===== src/rtl/reg_writeback_unit_pkg.sv =====
`default_nettype none
// ============================================================================
//  Module      : reg_writeback_unit_pkg
//  Description : Shared types and constants for the register write-back unit.
//  Revision    : 1.0  initial release
// ============================================================================
package reg_writeback_unit_pkg;

   localparam int WB_XLEN    = 64;
   localparam int REG_ADDR_W = 5;
   localparam int NUM_REGS   = 32;

   // One write-back request: a source offering (or the output stage holding)
   // a result destined for register rd.
   typedef struct packed {
      logic                  valid;
      logic [REG_ADDR_W-1:0] rd;
      logic [WB_XLEN-1:0]    data;
   } wb_req_t;

   // A request that actually reaches the register file: x0 is discarded.
   function automatic logic wb_writes_rf(input wb_req_t req);
      return req.valid && (req.rd != '0);
   endfunction

endpackage : reg_writeback_unit_pkg
`default_nettype wire


===== src/rtl/reg_writeback_unit_fifo.sv =====
`default_nettype none
// ============================================================================
//  Module      : wb_sync_fifo
//  Description : Single-clock FIFO with valid/ready push, pop-enable and an
//                occupancy count. DEPTH must be a power of two, >= 2.
//  Revision    : 1.0  initial release
// ============================================================================
module wb_sync_fifo #(
   parameter int DEPTH = 4,
   parameter int WIDTH = 8
) (
   input  logic                     clk,
   input  logic                     rst_n,
   input  logic                     push_valid,
   output logic                     push_ready,
   input  logic [WIDTH-1:0]         push_data,
   input  logic                     pop_en,
   output logic [WIDTH-1:0]         pop_data,
   output logic [$clog2(DEPTH):0]   count
);

   localparam int PTR_W = $clog2(DEPTH);
   localparam int CW    = PTR_W + 1;
   localparam logic [PTR_W-1:0] PTR_ONE = PTR_W'(1);
   localparam logic [CW-1:0]    CNT_ONE = CW'(1);
   localparam logic [CW-1:0]    CNT_FULL = CW'(DEPTH);

   logic [WIDTH-1:0] mem [DEPTH];
   logic [PTR_W-1:0] wr_ptr;
   logic [PTR_W-1:0] rd_ptr;
   logic             do_push;
   logic             do_pop;

   // Ready reflects registered occupancy only; a same-cycle pop does not help.
   always_comb begin
      push_ready = (count != CNT_FULL);
      do_push    = push_valid && push_ready;
      do_pop     = pop_en && (count != '0);
      pop_data   = mem[rd_ptr];
   end

   // Storage array; contents need no reset since count gates every read.
   always_ff @(posedge clk) begin
      if (do_push) begin
         mem[wr_ptr] <= push_data;
      end
   end

   // Pointers wrap naturally at the power-of-two depth.
   always_ff @(posedge clk or negedge rst_n) begin
      if (!rst_n) begin
         wr_ptr <= '0;
         rd_ptr <= '0;
         count  <= '0;
      end else begin
         if (do_push) begin
            wr_ptr <= wr_ptr + PTR_ONE;
         end
         if (do_pop) begin
            rd_ptr <= rd_ptr + PTR_ONE;
         end
         if (do_push && !do_pop) begin
            count <= count + CNT_ONE;
         end else if (do_pop && !do_push) begin
            count <= count - CNT_ONE;
         end
      end
   end

endmodule : wb_sync_fifo
`default_nettype wire


===== src/rtl/reg_writeback_unit.sv =====
`default_nettype none
// ============================================================================
//  Module      : reg_writeback_unit
//  Description : Write-port master for the 32x64 register file. Arbitrates
//                ALU results (priority) against buffered load results and
//                tracks per-register pending writes for decode stalls.
//  Revision    : 1.0  initial release
// ============================================================================
module reg_writeback_unit
   import reg_writeback_unit_pkg::*;
#(
   parameter int LSU_DEPTH = 4,
   parameter int CNT_W     = 2,
   parameter int XLEN      = WB_XLEN
) (
   input  logic                  clk,
   input  logic                  rst_n,
   input  logic                  alu_valid,
   input  logic [REG_ADDR_W-1:0] alu_rd,
   input  logic [XLEN-1:0]       alu_data,
   input  logic                  lsu_valid,
   output logic                  lsu_ready,
   input  logic [REG_ADDR_W-1:0] lsu_rd,
   input  logic [XLEN-1:0]       lsu_data,
   input  logic                  iss_valid,
   input  logic [REG_ADDR_W-1:0] iss_rd,
   output logic                  iss_ready,
   input  logic [REG_ADDR_W-1:0] chk_rs1,
   input  logic [REG_ADDR_W-1:0] chk_rs2,
   output logic                  rs1_busy,
   output logic                  rs2_busy,
   output logic                  rf_wr_en,
   output logic [REG_ADDR_W-1:0] rf_wr_addr,
   output logic [XLEN-1:0]       rf_wr_data
);

   localparam int FIFO_W = REG_ADDR_W + XLEN;
   localparam int FCNT_W = $clog2(LSU_DEPTH) + 1;
   localparam logic [CNT_W-1:0] CNT_ONE = CNT_W'(1);
   localparam logic [CNT_W-1:0] CNT_MAX = '1;

   wb_req_t               alu_req;
   wb_req_t               fifo_req;
   wb_req_t               sel_req;
   logic [FIFO_W-1:0]     fifo_head;
   logic [FCNT_W-1:0]     fifo_count;
   logic                  fifo_pop;

   logic [CNT_W-1:0]      pend [NUM_REGS];
   logic [NUM_REGS-1:0]   inc_vec;
   logic [NUM_REGS-1:0]   dec_vec;
   logic                  do_inc;

   // ------------------------------------------------------------------------
   // Load result buffer
   // ------------------------------------------------------------------------
   wb_sync_fifo #(
      .DEPTH (LSU_DEPTH),
      .WIDTH (FIFO_W)
   ) u_lsu_fifo (
      .clk        (clk),
      .rst_n      (rst_n),
      .push_valid (lsu_valid),
      .push_ready (lsu_ready),
      .push_data  ({lsu_rd, lsu_data}),
      .pop_en     (fifo_pop),
      .pop_data   (fifo_head),
      .count      (fifo_count)
   );

   // ALU wins; the FIFO head is only consumed in a slot the ALU leaves idle.
   always_comb begin
      alu_req.valid  = alu_valid;
      alu_req.rd     = alu_rd;
      alu_req.data   = alu_data;
      fifo_req.valid = (fifo_count != '0);
      fifo_req.rd    = fifo_head[FIFO_W-1:XLEN];
      fifo_req.data  = fifo_head[XLEN-1:0];
      fifo_pop       = 1'b0;
      if (alu_req.valid) begin
         sel_req = alu_req;
      end else begin
         sel_req  = fifo_req;
         fifo_pop = fifo_req.valid;
      end
   end

   // Output stage: register the selection; x0 writes are swallowed here.
   always_ff @(posedge clk or negedge rst_n) begin
      if (!rst_n) begin
         rf_wr_en   <= 1'b0;
         rf_wr_addr <= '0;
         rf_wr_data <= '0;
      end else begin
         rf_wr_en <= wb_writes_rf(sel_req);
         if (sel_req.valid) begin
            rf_wr_addr <= sel_req.rd;
            rf_wr_data <= sel_req.data;
         end
      end
   end

   // ------------------------------------------------------------------------
   // Pending-write scoreboard
   // ------------------------------------------------------------------------

   // Issue gating and one-hot increment/decrement decode per register.
   always_comb begin
      iss_ready = (iss_rd == '0) || (pend[iss_rd] != CNT_MAX);
      do_inc    = iss_valid && iss_ready && (iss_rd != '0);
      inc_vec   = '0;
      dec_vec   = '0;
      for (int i = 1; i < NUM_REGS; i++) begin
         inc_vec[i] = do_inc && (iss_rd == REG_ADDR_W'(i));
         dec_vec[i] = rf_wr_en && (rf_wr_addr == REG_ADDR_W'(i));
      end
   end

   // Counters; x0 stays at zero, and a decrement at zero is ignored.
   always_ff @(posedge clk or negedge rst_n) begin
      if (!rst_n) begin
         for (int i = 0; i < NUM_REGS; i++) begin
            pend[i] <= '0;
         end
      end else begin
         for (int i = 1; i < NUM_REGS; i++) begin
            if (inc_vec[i] && !dec_vec[i]) begin
               pend[i] <= pend[i] + CNT_ONE;
            end else if (dec_vec[i] && !inc_vec[i] && (pend[i] != '0)) begin
               pend[i] <= pend[i] - CNT_ONE;
            end
         end
      end
   end

   // Busy lookups for decode; pend[0] is permanently zero.
   always_comb begin
      rs1_busy = (pend[chk_rs1] != '0);
      rs2_busy = (pend[chk_rs2] != '0);
   end

   // A write-back to a register with nothing pending indicates an issue bug.
   generate
      for (genvar g = 1; g < NUM_REGS; g++) begin : g_pend_assert
         assert property (@(posedge clk) disable iff (!rst_n)
            !(dec_vec[g] && !inc_vec[g] && (pend[g] == '0)))
            else $error("reg_writeback_unit: write-back to x%0d with no pending issue", g);
      end
   endgenerate

endmodule : reg_writeback_unit
`default_nettype wire


===== config.mk =====
export PLATFORM = sky130hd
export DESIGN_NAME = reg_writeback_unit
export DESIGN_NICKNAME = d
export VERILOG_FILES = /design/src/rtl/reg_writeback_unit_pkg.sv /design/src/rtl/reg_writeback_unit_fifo.sv /design/src/rtl/reg_writeback_unit.sv
export SDC_FILE = /design/constraint.sdc
export NUM_CORES = 1
export LEC_CHECK = 0
export CAP_MARGIN = 20
export CORE_ASPECT_RATIO = 1.25
export CORE_MARGIN = 2
export CORE_UTILIZATION = 60
export CTS_BUF_LIST = sky130_fd_sc_hd__clkbuf_8 sky130_fd_sc_hd__clkbuf_16
export DETAILED_ROUTE_END_ITERATION = 8
export HOLD_SLACK_MARGIN = 0.03
export PLACE_DENSITY = 0.85
export SYNTH_ARGS = -nofsm -noshare
export SYNTH_HDL_FRONTEND = slang
export SYNTH_HIERARCHICAL = 1
export SYNTH_SLANG_ARGS = --single-unit

===== constraint.sdc =====
create_clock -name clk -period 5.05 [get_ports clk]
set_clock_uncertainty 0.2 [all_clocks]
set_input_delay 0.505 -clock clk [delete_from_list [all_inputs] [get_ports clk]]
set_output_delay 0.505 -clock clk [all_outputs]
set_load 0.005 [all_outputs]

---- After elaboration in Yosys (flattened, before gate mapping) ----
Memories as Yosys holds them, arrays and structs flattened.
Index checks and enable logic that the tools add are counted.
storage, ports and cells
  bits in registers ....................... 139
  memory bits (writable) .................. 276
  memories kept ........................... 1
  output and inout bits ................... 74
  input bits .............................. 158
  word-level logic and storage cells ...... 547
memory list
  memory          words  bits a word  rd ports  clocked after Yosys merged registers in  write ports  line                           RTL
  u_lsu_fifo.mem  4      69           1         0                                        1            reg_writeback_unit_fifo.sv:28  logic [WIDTH-1:0] mem [DEPTH];
operators by class
  equal/unequal tests ..................... 64
  bitwise logic cells ..................... 3
  $add $sub $neg .......................... 66
  mux-type cells .......................... 77
  magnitude comparators ................... 3
  reductions and logical operators ........ 296
operators by type and width
  kind                                                                number
  1-bit logical AND                                                   162
  5-bit == test, second input constant                                32
  2-bit two-way mux                                                   68
  2-bit nonzero test                                                  65
  5-bit by 4-bit == test with 1-bit output, second input constant     16
  70-bit two-way mux                                                  1
  2-bit by 1-bit adder with 2-bit output, second input constant       33
  1-bit logical NOT                                                   64
  2-bit by 1-bit subtractor with 2-bit output, second input constant  31
  5-bit by 3-bit == test with 1-bit output, second input constant     8
  2-bit binary-select mux with 5-bit select                           3
  5-bit by 2-bit == test with 1-bit output, second input constant     4
  6-bit >= comparator, second input constant                          3
  5-bit inverter with 6-bit output                                    3
  5-bit by 1-bit == test with 1-bit output, second input constant     2
  5-bit nonzero test                                                  2
  3-bit two-way mux                                                   2
  5-bit logical NOT                                                   1
  3-bit by 1-bit adder with 3-bit output, second input constant       1
  1-bit two-way mux                                                   3
  3-bit inequality test, second input constant                        1
  3-bit nonzero test                                                  1
  3-bit by 1-bit subtractor with 3-bit output, second input constant  1
  2-bit inequality test, second input constant                        1
  1-bit logical OR                                                    1

---- Depth between registers and ports, before layout ----
Gate-level depths: netlist of the first run.
  depth after elaboration ................. 14
  gate-level depth with buffers ........... 11
  depth with buffers taken out ............ 9

---- Cells and area by module ----
The synthesis of the first run kept the hierarchy.
by module, submodules not included
  module              seq. area each (sq um)  instances  area an instance (sq um)  cells an instance
  wb_sync_fifo        8463.1                  1          10442.5                   396
  reg_writeback_unit  3303.2                  1          8390.5                    915

---- Least setup slack after synthesis of the first run ----
OpenSTA, ideal clock, no wires.
  path type ............................... reg-to-reg
  from .................................... reg u_lsu_fifo.count[0]
  to ...................................... mem u_lsu_fifo/mem[0][0] (netlist name) (enable)
  setup time .............................. 435 ps
  period minus slack after synthesis ...... 3070 ps
  buffers on the path ..................... 0
  setup slack ............................. 1980 ps
  arrival time ............................ 2435 ps
  cell stages (with the launch flop) ...... 4
  required time ........................... 4415 ps
  path through ............................ dfrtp_1 -> nor2_1 -> a21boi_2 -> and2_1
between the ends
  word-level cells in the longest chain between the ends .. 4
ends and longest elaborated chain
  element                                  line                           RTL
  from (decl)                              reg_writeback_unit_fifo.sv:19  output logic [$clog2(DEPTH):0] count
  from (signal assigned)                   reg_writeback_unit_fifo.sv:63  count <= count + CNT_ONE;
  from (signal assigned)                   reg_writeback_unit_fifo.sv:65  count <= count - CNT_ONE;
  3-bit inequality test                    reg_writeback_unit_fifo.sv:36  push_ready = (count != CNT_FULL);
  1-bit logical AND                        reg_writeback_unit_fifo.sv:37  do_push = push_valid && push_ready;
  via u_lsu_fifo.do_push                   reg_writeback_unit_fifo.sv:31  logic do_push;
  1-bit two-way mux                        reg_writeback_unit_fifo.sv:44  if (do_push) begin
  1-bit two-way mux (not written as such)  reg_writeback_unit_fifo.sv:45  mem[wr_ptr] <= push_data;
  to (decl)                                reg_writeback_unit_fifo.sv:28
The timed path passes the listed nets, and every way through them passes these cells.

---- Worst setup path in the final report of the first run ----
  from .................................... in iss_rd[0]
  to ...................................... out iss_ready
between the ends
  word-level cells in the longest chain between the ends .. 6
  elaborated cells on any way between the ends .. 7
  those cells by class .................... 1 x eq/ne; 3 x mux; 1 x bitwise; 2 x reduce/logical
ends and longest elaborated chain
  element                                                 line                       RTL
  from (decl)                                             reg_writeback_unit.sv:26   input logic [REG_ADDR_W-1:0] iss_rd,
  5-bit inverter with 6-bit output (not written as such)  reg_writeback_unit.sv:109  iss_ready = (iss_rd == '0) || (pend[iss_rd] != CNT_MAX);
  2-bit binary-select mux with 5-bit select               reg_writeback_unit.sv:109
  2-bit two-way mux (not written as such) (2 in a row)    reg_writeback_unit.sv:109
  2-bit inequality test                                   reg_writeback_unit.sv:109
  1-bit logical OR *                                      reg_writeback_unit.sv:109
  to (decl)                                               reg_writeback_unit.sv:27   output logic iss_ready,
Mark *: on every way between the ends. The rest lies on a longest branch, timed or not. The select of a mux whose other input is x is not followed.

==> impl_metrics.toml, run 1 <==
[route]
dr.pass1.iters = 5
vias_per_cell = 6.411
drt-total-wl_mm = 47.82
drtAntennaViolNets = 0
drc = 0
post_drt_wl_per_cell_um = 24.25
drt_iter0_drc = 1218
vias = 12640

[floorplan]
die_height_um = 202.1
die_w_um = 162.5
num_io_pins = 232
core_um2 = 30900
num_rows = 72
initial_utilization_pct = 60.95
dieArea_um2 = 32830

[placed_design]
routabilityCongestion = 0.9539
dpl_cell_area_um2 = 21310
place_ws_ns = 1.011
dp_hpwl_mm = 30.03
port_buffers = 231

[grt]
track_usage_pct = 29.74
grt_max_degree = 103
antenna_found_initial = 7
overflow = 0
grt_pass1_wl_mm = 74.63
first_global_vias = 13010

[final_layout]
nNetsFinal = 1692
stdcell_area_um2 = 22630
drive_gt1_share_pct = 12.24
layout_commonest_cell = "edfxtp_1"
fill_cells = 1927
finish.utilization_pct = 73.24
syn2layout_area_growth_pct = 20.16
multiInputGateArea_um2 = 6583
final_cell_mix = "edfxtp_1, clkdlybuf4s50_1, dfrtp_1"
regArea_um2 = 11770

[setup_path]
crit_path_frequent_cell = "clkdlybuf4s50_1"
end_kind = "output port"
critical_path_arrival_ns = 3.36
required_ns = 4.35
critPathTopFamily = "buffers and inverters"
path_max_fanout = 33
cpMaxStageDelayCell = "mux4_1"
cp.buffers_inverters = 3
crit_chain = "clkdlybuf4s50_1 -> buf_4 -> mux4_1 -> a22oi_2 -> nand3_2 -> o21ai_4 -> and2_1 -> clkdlybuf4s50_1"
startpoint_type = "input port"
critPathKind = "input port to output port"
slowest_delay_ns = 0.62

[sta]
fin_ws_ns = 0.9871
slew_headroom_pct = 27.03
maxSlewViolCount = 0
post-route-period-util_pct = 80.45
max_freq_mhz = 246.1
finalSetupViolCount = 0
hold_viol_final = 0
finalSetupTns_ns = 0
rsz0062_at_grt = "false"
worstMarginPinSlew_ns = 1.095
post-route-min-period_ns = 4.063

[logic_synthesis]
yosys.area_share.simple_pct = 8.969
ys.warnings.count = 10
synth_top_family_by_area = "multiplexers"
synth_xor_area_share_pct = 1.535
synthAdderAreaFrac_pct = 0.4385
synth_compound_area_share_pct = 7.381
ys_types = 64
synth_nets = 1475
synthCells = 1311
synthesis.area_um2 = 18830
yosysTopAreaCell = "edfxtp_1"
synth.mux.area_fraction_pct = 16.54
ys_async_sr_fraction_pct = 33.49
synth.yosys.seq_area_share_pct = 62.48
avgSynthCellArea_um2 = 14.37
ys_ff_latch = 415
synth.top_cell.area_share_pct = 44.01
ys.flop_type = "edfxtp_1"
synth_edf_count = 276
synthTopCellsByArea = "edfxtp_1, dfrtp_1, mux4_2, mux2i_1, o21ai_0"

[clock_network]
cts-htree-levels = 2
cts_resized = 0
numCtsBuffers = 40
postCtsSetupBuffers = 0
cts_sinks = 415
clk_path_buf_depth = 3
ctsHoldBuffers = 1
cts.reportedPaths.clkPinSlew_ns = 0.07
cts_tree = "built"
root_buffer = "clkbuf_16"
clk_latency_ns = 0.54

[outcome]
status = "complete, no violations"

[power]
vdd_ir_drop_max_mv = 0.4683
intPower_uw = 8159
p_leak_uw = 0.008208
power_switching_uw = 3937
comb_power_share_pct = 29.8
seqPwrFrac_pct = 46.1
power_frac_clock_pct = 24.1
p_per_area_nw_per_um2 = 534.5
p_sw_share_pct = 32.55

[worst_hold_path]
min_path_type = "input port to asynchronous set/reset pin"

[run]
maxCapViolations = 0
## Yosys cell counts (6+ instances only)
| cell | number |
|---|---|
| nand3_1 | 30 |
| o31ai_1 | 8 |
| o22a_1 | 9 |
| o21ai_0 | 92 |
| a22oi_1 | 8 |
| xor2_1 | 8 |
| mux2_2 | 11 |
| o21bai_1 | 17 |
| edfxtp_1 | 276 |
| nand2b_1 | 8 |
| o211ai_1 | 9 |
| nand4_1 | 27 |
| a21oi_1 | 23 |
| dfrtp_1 | 139 |
| mux2i_1 | 99 |
| buf_1 | 6 |
| nor3_1 | 24 |
| mux4_2 | 85 |
| and3_1 | 21 |
| buf_12 | 7 |
| clkbuf_1 | 37 |
| inv_1 | 10 |
| buf_2 | 12 |
| nor2_1 | 85 |
| a21boi_0 | 10 |
| nor2b_1 | 17 |
| a211oi_1 | 11 |
| a2bb2oi_1 | 9 |
| and2_1 | 10 |
| nand2_1 | 120 |
| xnor2_1 | 25 |
## cell families after synthesis
group	Yosys count
flip-flops	415
buffers and inverters	81
AO/OA/AOI/OAI	217
AND/OR/NAND/NOR	359
XOR/XNOR	33
multiplexers	200
adder cells (fa/ha/maj)	6
## final timing paths
check	start	endpoint	slack [ns]	depth (start not counted)
setup / recovery	iss_rd[0]	iss_ready	0.99	8
hold / removal	rst_n	rf_wr_data[44]$_DFFE_PN0P_	0.21	2
setup reg to reg	u_lsu_fifo/rd_ptr[0]$_DFFE_PN0P_	rf_wr_data[8]$_DFFE_PN0P_	2.14	4
hold reg to reg	rf_wr_data[59]$_DFFE_PN0P_	rf_wr_data[59]$_DFFE_PN0P_	0.28	2
max in group asynchronous	rst_n	rf_wr_data[8]$_DFFE_PN0P_	3.09	4
min in group clk	rf_wr_data[59]$_DFFE_PN0P_	rf_wr_data[59]$_DFFE_PN0P_	0.28	2
## power by group through the flow
stage / sequential (uW) / clock (uW) / combinational, uW
global placement: 5520 / 0 / 3430
CTS: 5570 / 2960 / 3610
detailed placement: 5590 / 0 / 3540
floorplan: 5180 / 0 / 2430
finish: 5580 / 2910 / 3610
global route: 5690 / 3090 / 3860
## per-layer routing
layer | share of wire, % | routed length (um) | global-route usage (%) | vias up
met5 | 0.079 | 38 | 0 | -
met4 | 3.7 | 1771 | 9.987 | 6
met2 | 52 | 24980 | 52.07 | 638
li1 | - | - | - | 5484
met1 | 36 | 17120 | 37.02 | 6381
met3 | 8.2 | 3916 | 6.238 | 133
## metrics by stage
| stage | hold slack, ns | total power (uW) | cells |
|---|---|---|---|
| 3_3_place_gp | 0.2619 | 8949 | 1891 |
| 6_report | 0.2096 | 12100 | 1972 |
| 2_1_floorplan | 0.009409 | 7608 | 1311 |
| 4_1_cts | 0.2871 | 12140 | 1966 |
| 5_1_grt | 0.2318 | 12640 | 1970 |
| 3_5_place_dp | 0.2738 | 9129 | 1891 |
## state kept, by name, indices dropped and copies added, names as in the netlist
name	cells
u_lsu_fifo/mem	276
rf_wr_data	64
pend	62
rf_wr_addr	5
u_lsu_fifo/count	3
u_lsu_fifo/rd_ptr	2
u_lsu_fifo/wr_ptr	2
rf_wr_en	1
## area by class of cell
cell class / instances / share of cell area, %
timing repair buffer: 246 / 10.81
sequential: 415 / 52.02
clock buffer: 42 / 4.594
tap: 407 / 2.250
inverter: 10 / 0.1659
antenna: 5 / 0.05529
clock inverter: 32 / 1.023
multi-input combinational: 815 / 29.09
(Power assumes the default switching activity.)
==> run 2, diff against run 1 <==
--- a/config.mk
+++ b/config.mk
@@ -8,11 +8,11 @@
 export CAP_MARGIN = 20
 export CORE_ASPECT_RATIO = 1.25
 export CORE_MARGIN = 2
-export CORE_UTILIZATION = 60
+export CORE_UTILIZATION = 51
 export CTS_BUF_LIST = sky130_fd_sc_hd__clkbuf_8 sky130_fd_sc_hd__clkbuf_16
 export DETAILED_ROUTE_END_ITERATION = 8
 export HOLD_SLACK_MARGIN = 0.03
-export PLACE_DENSITY = 0.85
+export PLACE_DENSITY = 0.77
 export SYNTH_ARGS = -nofsm -noshare
 export SYNTH_HDL_FRONTEND = slang
 export SYNTH_HIERARCHICAL = 1
==> constraint.sdc (replaced) <==
create_clock -name clk -period 3.4 [get_ports clk]
set_clock_uncertainty 0.2 [all_clocks]
set_input_delay 0.34 -clock clk [delete_from_list [all_inputs] [get_ports clk]]
set_output_delay 0.34 -clock clk [all_outputs]
set_load 0.005 [all_outputs]
==> impl_metrics.toml, run 2 (synthesis gave the netlist of run 1 again) <==
[outcome]
status = "complete, no violations"

[sta]
max_freq_mhz = 305.4
post-route-period-util_pct = 96.30
hold_viol_final = 0
rsz0062_at_grt = "false"
worstMarginPinSlew_ns = 0.7634
maxSlewViolCount = 0
finalSetupViolCount = 0
post-route-min-period_ns = 3.274
finalSetupTns_ns = 0
slew_headroom_pct = 49.11

[power]
p_leak_uw = 0.008455
vdd_ir_drop_max_mv = 0.5508
p_per_area_nw_per_um2 = 785.6

[setup_path]
critical_path_arrival_ns = 2.73
slowest_delay_ns = 0.71
cp.buffers_inverters = 2
worstRegToRegCells = 9
worstReg2RegStart = "pend[56]$_DFFE_PN0P_"
cpMaxStageDelayCell = "clkdlybuf4s50_1"
r2r_end = "pend[14]$_DFFE_PN0P_"
startpoint_type = "input port"
critPathKind = "input port to output port"
required_ns = 2.86
r2r_setup_slack_ns = 0.74
critPathTopFamily = "buffers and inverters"
end_kind = "output port"
crit_chain = "clkdlybuf4s50_1 -> mux4_2 -> mux4_2 -> mux2i_1 -> clkdlybuf4s50_1"
path_max_fanout = 7

[clock_network]
clk_latency_ns = 0.54
numCtsBuffers = 42
root_buffer = "clkbuf_16"
clk_path_buf_depth = 3
postCtsSetupBuffers = 0
cts.reportedPaths.clkPinSlew_ns = 0.06
cts_sinks = 415
cts-htree-levels = 2
cts_tree = "built"

[route]
vias = 12170
drtAntennaViolNets = 0
vias_per_cell = 5.866
dr.pass1.iters = 6
drt_iter0_drc = 857
drc = 0
post_drt_wl_per_cell_um = 21.27
drt-total-wl_mm = 44.11

[floorplan]
die_w_um = 175.9
num_rows = 78
num_io_pins = 232
die_height_um = 218.9
core_um2 = 36400
initial_utilization_pct = 51.74
dieArea_um2 = 38490

[final_layout]
final_cell_mix = "edfxtp_1, clkdlybuf4s50_1, dfrtp_1"
syn2layout_area_growth_pct = 22.96
layout_commonest_cell = "edfxtp_1"
stdcell_area_um2 = 23160
nNetsFinal = 1723
drive_gt1_share_pct = 13.63
regMostFlops = "u_lsu_fifo/mem"
largest_reg_flops = 276
reg_top3 = "u_lsu_fifo/mem (276), rf_wr_data (64), pend (62)"

[placed_design]
port_buffers = 231
dp_hpwl_mm = 30.18
dpl_cell_area_um2 = 21750
routabilityCongestion = 0.9426

[grt]
overflow = 0
grt_pass1_wl_mm = 68.67
antenna_found_initial = 8
track_usage_pct = 23.20
grt_max_degree = 91
first_global_vias = 12690

[run]
maxCapViolations = 0

[worst_hold_path]
min_path_type = "input port to asynchronous set/reset pin"
==> run 2: changes by cell type in the layout (fill, tap and decap cells not counted), moves of 2 or more <==
| cell | previous run | this run |
|---|---|---|
| buf_4 | 14 | 34 |
| diode_2 | 5 | 2 |
| clkbuf_16 | 41 | 43 |
| clkinv_2 | 10 | 3 |
| bufinv_16 | 2 | 5 |
| buf_12 | 0 | 10 |
| inv_1 | 15 | 22 |
==> run 2: stage by stage <==
step	setup slack, ns	utilization, %	total power, uW	std cells	hold WS, ns
3_5_place_dp	0.08073	59.75	13710	1994	0.2255
5_1_grt	0.01471	63.61	19120	2073	0.2288
6_report	0.1258	63.61	18190	2074	0.1937
3_3_place_gp	0.09465	59.75	13530	1994	0.2280
4_1_cts	0.06420	63.59	18350	2072	0.2070
2_1_floorplan	0.3300	-	11300	1311	-0.1556
==> run 2: layout make-up <==
type	instances	area, um^2
multi-input cells	815	6585
diodes	2	5.005
clock buffers	45	1104
fillers	2573	13250
inverters	10	37.54
well taps	480	600.6
repair buffers	275	2769
clock inverters	32	285.3
flip-flops and latches	415	11770
==> run 2: metal layers <==
layer	wire length, um	up-vias	GRT usage (%)	part of all wire (%)
li1	-	5534	-	-
met3	3144	106	5.509	7.1
met2	22640	459	40.47	51
met1	16610	6056	27.88	38
met5	89	-	0	0.20
met4	1628	12	9.229	3.7
==> run 2: repair_timing <==
| item | in CTS | in global routing |
|---|---|---|
| endpoints found under the setup margin | 0 | 1 |
| hold buffers | 1 | 0 |
| hold endpoints to repair | 67 | 0 |
| resized for setup | 0 | 1 |
==> run 2: report_power, final <==
group	internal, uW	total [uW]	switching, uW
Sequential	6890	8030	1140
Combinational	2940	5580	2640
Clock	2720	4580	1860
==> run 2: worst max-delay path by stage <==
stage	slack [ns]	end	cells past startpoint	start
2_1_floorplan	0.33	u_lsu_fifo/mem[2][0]$_DFFE_PP_	3	u_lsu_fifo/count[0]$_DFFE_PN0P_
3_3_place_gp	0.09	iss_ready	8	iss_rd[0]
3_5_place_dp	0.08	iss_ready	8	iss_rd[0]
4_1_cts	0.06	iss_ready	8	iss_rd[0]
5_1_grt	0.01	rs2_busy	5	chk_rs2[2]
6_report	0.13	rs2_busy	5	chk_rs2[2]
